--- src/rtl/code_loader_pkg.sv ---
// -----------------------------------------------------------------------------
// code_loader_pkg
//   Shared constants, FSM state encoding and small helpers for the boot-time
//   code loader.
//   ADDR_W    : code memory address width
//   DATA_W    : instruction width (two bytes, MSB first)
//   MAX_WORDS : largest legal image in words (= 2**ADDR_W)
//   CNT_W     : width of the word/length counters (must hold MAX_WORDS)
// -----------------------------------------------------------------------------
package code_loader_pkg;

    localparam int unsigned ADDR_W    = 6;
    localparam int unsigned DATA_W    = 16;
    localparam int unsigned BYTE_W    = 8;
    localparam int unsigned MAX_WORDS = 64;
    localparam int unsigned CNT_W     = ADDR_W + 1;

    typedef enum logic [2:0] {
        StIdle,
        StLen,
        StHi,
        StLo,
        StWrite,
        StCsum,
        StDone,
        StErr
    } state_e;

    // A length byte is legal when it names 1..MAX_WORDS words.
    function automatic logic len_ok(input logic [BYTE_W-1:0] n);
        return (n != '0) && (n <= BYTE_W'(MAX_WORDS));
    endfunction

endpackage

--- src/rtl/code_loader_if.sv ---
// -----------------------------------------------------------------------------
// code_loader_if
//   Bundles the byte stream (valid/ready) feeding the loader and the code
//   memory write port driven by it.
//   byte_in/byte_valid/byte_ready : incoming byte stream
//   write_select/inp/write_en     : code memory write address/data/strobe
//   master : host side (drives the stream, observes the write port)
//   slave  : loader side (accepts the stream, drives the write port)
// -----------------------------------------------------------------------------
interface code_loader_if;
    import code_loader_pkg::*;

    logic [BYTE_W-1:0] byte_in;
    logic              byte_valid;
    logic              byte_ready;
    logic [ADDR_W-1:0] write_select;
    logic [DATA_W-1:0] inp;
    logic              write_en;

    modport master (
        output byte_in,
        output byte_valid,
        input  byte_ready,
        input  write_select,
        input  inp,
        input  write_en
    );

    modport slave (
        input  byte_in,
        input  byte_valid,
        output byte_ready,
        output write_select,
        output inp,
        output write_en
    );

endinterface

--- src/rtl/code_loader_byte_pack.sv ---
// -----------------------------------------------------------------------------
// code_loader_byte_pack
//   Latches the high byte of each word, assembles {hi, lo} when the low byte
//   arrives and keeps a running XOR checksum over every data byte.
//   clock, reset_n : clock and async active-low reset
//   clear          : zero the checksum (start of a new frame)
//   take_hi        : byte_in is the high byte of a word
//   take_lo        : byte_in is the low byte of a word
//   byte_in        : stream byte
//   word           : last fully assembled word (held until the next low byte)
//   csum           : XOR of all data bytes taken since the last clear
// -----------------------------------------------------------------------------
module code_loader_byte_pack
    import code_loader_pkg::*;
(
    input  logic              clock,
    input  logic              reset_n,
    input  logic              clear,
    input  logic              take_hi,
    input  logic              take_lo,
    input  logic [BYTE_W-1:0] byte_in,
    output logic [DATA_W-1:0] word,
    output logic [BYTE_W-1:0] csum
);

    logic [BYTE_W-1:0] hi_q, hi_d;
    logic [DATA_W-1:0] word_q, word_d;
    logic [BYTE_W-1:0] csum_q, csum_d;

    always_comb begin
        hi_d   = hi_q;
        word_d = word_q;
        csum_d = csum_q;
        if (clear) begin
            csum_d = '0;
        end
        if (take_hi) begin
            hi_d   = byte_in;
            csum_d = csum_q ^ byte_in;
        end
        if (take_lo) begin
            word_d = {hi_q, byte_in};
            csum_d = csum_q ^ byte_in;
        end
    end

    always_ff @(posedge clock or negedge reset_n) begin
        if (!reset_n) begin
            hi_q   <= '0;
            word_q <= '0;
            csum_q <= '0;
        end else begin
            hi_q   <= hi_d;
            word_q <= word_d;
            csum_q <= csum_d;
        end
    end

    assign word = word_q;
    assign csum = csum_q;

endmodule

--- src/rtl/code_loader.sv ---
// -----------------------------------------------------------------------------
// code_loader
//   Boot-time writer for the 64x16 code memory. Takes a frame of
//   LEN, 2*LEN data bytes (hi, lo per word) and an XOR checksum byte from a
//   valid/ready byte stream, writes each word from address 0 upwards and holds
//   the CPU in reset until a complete, checksum-verified image is in memory.
//   clock, reset_n : clock and async active-low reset
//   start          : pulse to begin a load (ignored while busy)
//   abort          : synchronous return to idle, clears done/error
//   bus            : byte stream in, code memory write port out
//   busy           : load in progress
//   done           : image loaded with good checksum (sticky)
//   error          : bad length or checksum (sticky)
//   cpu_reset_n    : CPU reset release, equal to done
// -----------------------------------------------------------------------------
module code_loader
    import code_loader_pkg::*;
(
    input  logic         clock,
    input  logic         reset_n,
    input  logic         start,
    input  logic         abort,
    code_loader_if.slave bus,
    output logic         busy,
    output logic         done,
    output logic         error,
    output logic         cpu_reset_n
);

    state_e            state_q, state_d;
    logic [ADDR_W-1:0] addr_q, addr_d;
    logic [CNT_W-1:0]  count_q, count_d;
    logic [CNT_W-1:0]  len_q, len_d;
    logic [ADDR_W-1:0] wsel_q, wsel_d;

    logic              take;
    logic              clear;
    logic              take_hi;
    logic              take_lo;
    logic [DATA_W-1:0] word;
    logic [BYTE_W-1:0] csum;

    code_loader_byte_pack u_byte_pack (
        .clock   (clock),
        .reset_n (reset_n),
        .clear   (clear),
        .take_hi (take_hi),
        .take_lo (take_lo),
        .byte_in (bus.byte_in),
        .word    (word),
        .csum    (csum)
    );

    assign take = bus.byte_valid && bus.byte_ready;

    always_comb begin
        state_d = state_q;
        addr_d  = addr_q;
        count_d = count_q;
        len_d   = len_q;
        wsel_d  = wsel_q;
        clear   = 1'b0;
        take_hi = 1'b0;
        take_lo = 1'b0;

        // Abort overrides everything, including a concurrent start or byte.
        if (abort) begin
            state_d = StIdle;
        end else begin
            unique case (state_q)
                StIdle, StDone, StErr: begin
                    if (start) begin
                        state_d = StLen;
                        addr_d  = '0;
                        count_d = '0;
                        len_d   = '0;
                        clear   = 1'b1;
                    end
                end
                StLen: begin
                    if (take) begin
                        if (len_ok(bus.byte_in)) begin
                            len_d   = bus.byte_in[CNT_W-1:0];
                            state_d = StHi;
                        end else begin
                            state_d = StErr;
                        end
                    end
                end
                StHi: begin
                    if (take) begin
                        take_hi = 1'b1;
                        state_d = StLo;
                    end
                end
                StLo: begin
                    if (take) begin
                        take_lo = 1'b1;
                        wsel_d  = addr_q;
                        state_d = StWrite;
                    end
                end
                StWrite: begin
                    addr_d  = addr_q + 1'b1;
                    count_d = count_q + 1'b1;
                    state_d = ((count_q + 1'b1) == len_q) ? StCsum : StHi;
                end
                StCsum: begin
                    if (take) begin
                        state_d = (bus.byte_in == csum) ? StDone : StErr;
                    end
                end
                default: state_d = StIdle;
            endcase
        end
    end

    always_ff @(posedge clock or negedge reset_n) begin
        if (!reset_n) begin
            state_q <= StIdle;
            addr_q  <= '0;
            count_q <= '0;
            len_q   <= '0;
            wsel_q  <= '0;
        end else begin
            state_q <= state_d;
            addr_q  <= addr_d;
            count_q <= count_d;
            len_q   <= len_d;
            wsel_q  <= wsel_d;
        end
    end

    // Every output is a decode of registered state; byte_in never reaches the write port
    // combinationally.
    always_comb begin
        bus.byte_ready   = (state_q == StLen) || (state_q == StHi) ||
                           (state_q == StLo)  || (state_q == StCsum);
        bus.write_en     = (state_q == StWrite);
        bus.write_select = wsel_q;
        bus.inp          = word;
        busy             = bus.byte_ready || (state_q == StWrite);
        done             = (state_q == StDone);
        error            = (state_q == StErr);
        cpu_reset_n      = (state_q == StDone);
    end

endmodule

--- src/flat_wrapper.sv ---
// flat-port wrapper written by rule: the top's interface ports become plain ports
module code_loader_flat import code_loader_pkg::*;
  (clock, reset_n, start, abort, busy, done, error, cpu_reset_n, bus_byte_in, bus_byte_valid, bus_byte_ready, bus_write_select, bus_inp, bus_write_en);
  code_loader_if bus_i ();
  input  logic clock;
  input  logic reset_n;
  input  logic start;
  input  logic abort;
  output logic busy;
  output logic done;
  output logic error;
  output logic cpu_reset_n;
  input wire logic [$bits(bus_i.byte_in)-1:0] bus_byte_in;
  input wire logic [$bits(bus_i.byte_valid)-1:0] bus_byte_valid;
  output wire logic [$bits(bus_i.byte_ready)-1:0] bus_byte_ready;
  output wire logic [$bits(bus_i.write_select)-1:0] bus_write_select;
  output wire logic [$bits(bus_i.inp)-1:0] bus_inp;
  output wire logic [$bits(bus_i.write_en)-1:0] bus_write_en;
  assign bus_i.byte_in = bus_byte_in;
  assign bus_i.byte_valid = bus_byte_valid;
  assign bus_byte_ready = bus_i.byte_ready;
  assign bus_write_select = bus_i.write_select;
  assign bus_inp = bus_i.inp;
  assign bus_write_en = bus_i.write_en;
  code_loader u_core (.clock(clock), .reset_n(reset_n), .start(start), .abort(abort), .bus(bus_i), .busy(busy), .done(done), .error(error), .cpu_reset_n(cpu_reset_n));
endmodule
--- config.mk ---
export PLATFORM = sky130hd
export DESIGN_NAME = code_loader_flat
export DESIGN_NICKNAME = d
export VERILOG_FILES = /design/src/rtl/code_loader_pkg.sv /design/src/rtl/code_loader_if.sv /design/src/rtl/code_loader_byte_pack.sv /design/src/rtl/code_loader.sv /design/src/flat_wrapper.sv
export SDC_FILE = /design/constraint.sdc
export NUM_CORES = 1
export LEC_CHECK = 0
export CAP_MARGIN = 20
export CORE_MARGIN = 8
export CORE_UTILIZATION = 55
export CTS_CLUSTER_SIZE = 25
export DETAILED_ROUTE_END_ITERATION = 10
export PLACE_DENSITY = 0.89
export SKIP_CTS_REPAIR_TIMING = 1
export SLEW_MARGIN = 20
export SYNTH_ARGS = -nofsm -noshare
export SYNTH_HDL_FRONTEND = slang
export SYNTH_SLANG_ARGS = --single-unit
--- constraint.sdc ---
create_clock -name clock -period 2.8 [get_ports clock]
set_input_delay 0.84 -clock clock [delete_from_list [all_inputs] [get_ports clock]]
set_output_delay 0.84 -clock clock [all_outputs]
set_load 0.05 [all_outputs]
-- Word level (Yosys, flattened, before mapping)
Index checks and enable logic that the tools add are counted.
- register bits: 61
- bits of input ports: 13
- output and inout port bits: 28
- $add $sub $neg: 2
- $lt $le $gt $ge: 1
- equal/unequal tests: 17
- multiplexer cells: 28
- bitwise gates (word level): 2
- reductions and logical operators: 16
- operators by type and width (kind ; number):
    $pmux W7 S2 ; 2
    $mux W3 ; 8
    $mux W8 ; 3
    $mux W7 ; 3
    $pmux W3 S6 ; 1
    $eq A3 B3 Y1 const B ; 4
    $ne A3 B2 Y1 const B ; 4
    $pmux W6 S2 ; 1
    $reduce_and A5 Y1 ; 2
    $mux W1 ; 9
    $eq A8 B8 Y1 ; 1
    $le A8 B7 Y1 const B ; 1
    $reduce_bool A8 Y1 ; 1
    $xor A8 B8 Y8 ; 1
    $add A7 B1 Y7 const B ; 1
    $eq A7 B7 Y1 ; 1
    $add A6 B1 Y6 const B ; 1
    $eq A3 B2 Y1 const B ; 2
    $mux W6 ; 1
    $reduce_and A3 Y1 ; 2
    $logic_or A1 B1 Y1 ; 4
    $ne A2 B1 Y1 const B ; 2
    $reduce_bool A2 Y1 ; 2
    $eq A3 B1 Y1 const B ; 1
    other kinds (7) ; 8

-- Logic depth before layout (Yosys ltp)
- depth in word-level cells: 10
- depth in mapped cells: 7

-- Modules after synthesis
A second synthesis with hierarchy kept.
- cells, all modules: 295
- area total of the unflattened synthesis: 3263.1 um^2
- modules (own cells, without submodules) (module ; instances ; cells each ; area an instance (um^2)):
    code_loader ; 1 ; 209 ; 1910.6
    code_loader_byte_pack ; 1 ; 86 ; 1352.5

-- Worst setup path before layout
No wires, ideal clock.
- kind: register -> output
- start: register u_core.state_q[2]
- end: output port done
- data arrival time: 1818 ps
- required time: 1960 ps
- slack: 142 ps
- stages on the path, launching flop included: 5
- buffers on the path: 2
- cells stage by stage: dfrtp_1 -> clkbuf_1 -> nand2_1 -> nor2_1 -> buf_4
- longest elaborated chain between the ends: 1
- RTL lines (element ; line ; source):
    start, declared ; code_loader.sv:30 ; state_e state_q, state_d;
    start signal, assigned ; code_loader.sv:120 ; state_q <= StIdle;
    start signal, assigned ; code_loader.sv:126 ; state_q <= state_d;
    $eq A3 B3 Y1 ; n/a ;
    end, declared ; flat_wrapper.sv:10 ; output logic done;
No other way between the ends.

-- Worst setup path after layout
- start: register u_core.state_q[1]
- end: output port bus_write_en
- longest elaborated chain between the ends: 1
- RTL lines (element ; line ; source):
    $eq A3 B3 Y1 ; code_loader.sv:139 ; bus.write_en = (state_q == StWrite);
    end, declared ; flat_wrapper.sv:18 ; output wire logic [$bits(bus_i.write_en)-1:0] bus_write_en;
No other way between the ends.

==> results.md <==
* Outcome: finished clean
* Worst Path Required at 1.96 ns
* Power Dens Cells at 957 mW/mm²
* WL final at 6960 µm
* Reg clk slew, reported paths at 0.07 ns
* PnR worst setup slack at 0.207 ns
* Core area at 0.00547 mm²
* Num CTS Buffers at 9
* Post-synthesis mux area share at 14.2%
* DRT Pass-1 Iters at 4
* Crit-path cells: nor2_1, nand2_1, inv_1, buf_12
* Total global routing overflow at 0
* Sequential area share after synthesis at 49.6%
* Startpoint types: flop
* First-pass GRT wire length at 11600 µm
* Number of flops mapped to enable cells by yosys at 0
* Seq pwr share at 37.2%
* Yosys warning count at 0
* Root buffer cell: clkbuf_8
* Post-Syn Nets at 304
* CTS H-tree depth at 3
* Chip width at 90.8 µm
* Vias per cell at 5.67
* Most frequent cells in the layout: dfrtp_1 (61), mux2_2 (37), clkdlybuf4s50_1 (33)
* Synthesized-area fraction occupied by and/or/nand/nor cells at 15.0%
* DRC Markers at 0
* Synth Register Bits at 61
* Worst path slowest cell: dfrtp_1
* Clock Path Buffers at 2
* Slew Limit Fails at 0
* Crit end category: output pin
* CP arrival at 1.75 ns
* Clock share of power at 20.4%
* CTS tree: done
* Post-synthesis compound-gate area fraction at 12.7%
* Worst path max stage delay at 0.56 ns
* Crit path time final at 2.59 ns
* DRT antenna net count at 0
* Initial antenna violation count at 0
* Die height at 90.8 µm
* Xor-xnor portion of the synthesized cell area at 5.41%
* Asr flop ratio synth at 100%
* Worst Hold Depth at 1
* Cell Area, Synth at 0.00308 mm²
* Adder-Cell Fraction of Synth Area at 0.813%
* Initial DRC count at 163
* Top FF cell, synth: dfrtp_1
* Syn Inst Count at 289
* Syn_area_per_cell at 10.7 µm²
* DPL Wire Length at 5130 µm
* Post-synth cell types at 43
* Crit Path Max Fanout at 16
* Clk_skew at 0.00640 ns
* Vias in the first global route at 2398
* Net count, final at 360
* Reg2reg setup slack at 0.82 ns
* Worst Reg2Reg Path Length in Cells at 5
* Area delta synth->final at 25.6%
* Main combinational cell family by area after synthesis: simple AND/OR/NAND/NOR gates
* Most common cell after layout, fill and taps aside: dfrtp_1
* PortBufs at 40
* Tcrit/Tclk final at 92.6%
* # diodes at 0
* Maximum VDD drop at 615 µV
* CTS sink cnt at 61
* Worst Tran Pin Value at 0.700 ns
* DIE AREA at 0.00825 mm²
* Max cap viols at 0
* TNS Setup at 0 ns
* Total track usage at 17.3%
* Ratio of cells with drive above 1 in the final layout at 22.9%
* CP Class: flop to output pin
* Clock latency on the worst-skew pair at 0.34 ns
* Largest net degree at the start of global routing at 32
* Top achievable clock speed at 386 MHz
* RSZ-0062 raised after global routing: false
* P_leak at 1.85 nW
* WP depth at 4
* DR vias at 2391
* Slew margin rel. at 53.3%
* Sw Share at 39.3%
* Drt wl/cell at 16.5 µm
* Worst hold path class: flop to flop
* Core Rows at 27
* Worst path bufs/invs at 2
* Top Ports at 41
* Cell internal pwr at 0.00225 W
* Initial Utilization at 56.2%
* Hold Fails Final Rpt at 0
* Worst slack at placement at 0.000919 ns
* Setup violators final at 0
* NetSw at 0.00145 W
* Gpl congestion at 0.828
* Combinational Power Share at 42.4%
* Crit path max-delay family: flip-flops
-- logic make-up after synthesis --
family,Yosys count
AND/OR/NAND/NOR,91
AO/OA/AOI/OAI,61
flip-flops,61
multiplexers,39
XOR/XNOR,19
buffers and inverters,16
adder cells (fa/ha/maj),2
-- metal layers --
layer / global-route usage, % / vias up / share of wire (%)
met4: 7.91 / 0 / 2.1
met1: 20.4 / 1185 / 42
li1: - / 1145 / -
met5: 0 / - / 0
met3: 4.90 / 13 / 5.4
met2: 28.4 / 48 / 50
-- power by group through the flow --
| stage | Sequential (W) | Clock [W] | Combinational [W] |
|---|---|---|---|
| 3_5_place_dp | 0.00139 | 0 | 0.00157 |
| 2_1_floorplan | 0.00164 | 0 | 0.000766 |
| 6_report | 0.00138 | 0.000756 | 0.00157 |
| 3_3_place_gp | 0.00136 | 0 | 0.00153 |
| 4_1_cts | 0.00137 | 0.000774 | 0.00158 |
| 5_1_grt | 0.00142 | 0.000804 | 0.00167 |
-- layout make-up --
| class | count | area, µm² |
|---|---|---|
| clock buffer | 11 | 141 |
| fill | 414 | 1610 |
| multi-input combinational | 212 | 1480 |
| sequential | 61 | 1530 |
| clock inverter | 5 | 50.0 |
| tap | 72 | 90.1 |
| timing repair buffer | 58 | 566 |
| inverter | 3 | 11.3 |
-- synth_stat cells, types with 2 or more instances --
cell	count	share of area [%]
nand3_1	6	0.98
xnor2_1	7	2.0
clkbuf_1	6	0.73
ha_1	2	0.81
o21ai_0	26	4.2
nand3b_1	2	0.49
nand2b_1	5	1.0
nor2_1	24	2.9
and3_1	11	2.2
a21oi_1	6	0.98
nor3b_1	2	0.49
and2_1	3	0.61
nand2_1	25	3.0
or3_1	2	0.41
mux2_2	37	14
o21a_1	2	0.49
inv_1	3	0.37
a211oi_1	3	0.73
buf_2	6	0.98
o21ai_1	2	0.33
a21o_1	9	2.2
o31ai_1	6	1.5
xor2_1	12	3.4
nor4_1	2	0.41
nor3_1	2	0.33
dfrtp_1	61	50
-- sequential cells by signal, indices dropped and copies added (netlist names) --
register	flops
u_core.u_byte_pack.csum	8
u_core.u_byte_pack.word	16
u_core.len_q	7
u_core.bus.write_select	6
u_core.u_byte_pack.hi_q	8
u_core.addr_q	6
u_core.state_q	3
u_core.count_q	7
-- through the flow --
step           cells  utilization, %  cell area, µm²  total power (W)  hold slack [ns]
4_1_cts          422            70.6            3860          0.00373            0.508
3_5_place_dp     406            67.1            3670          0.00296            0.494
5_1_grt          422            70.6            3860          0.00389            0.515
3_3_place_gp     406            67.1            3670          0.00289            0.485
2_1_floorplan    289               -            3080          0.00241            0.470
6_report         422            70.6            3860          0.00370            0.503
-- path summary, 6_finish.rpt --
check                                              endpoint                        from
worst min-delay path            u_core.u_byte_pack.word[12]  u_core.u_byte_pack.hi_q[4]
worst max register to register             u_core.addr_q[5]           u_core.state_q[1]
worst min register to register  u_core.u_byte_pack.word[12]  u_core.u_byte_pack.hi_q[4]
worst max-delay path                           bus_write_en           u_core.state_q[1]
max in group asynchronous        u_core.u_byte_pack.word[5]                     reset_n
min in group asynchronous                   u_core.len_q[3]                     reset_n
No activity file was read; power rests on OpenSTA's default activity.
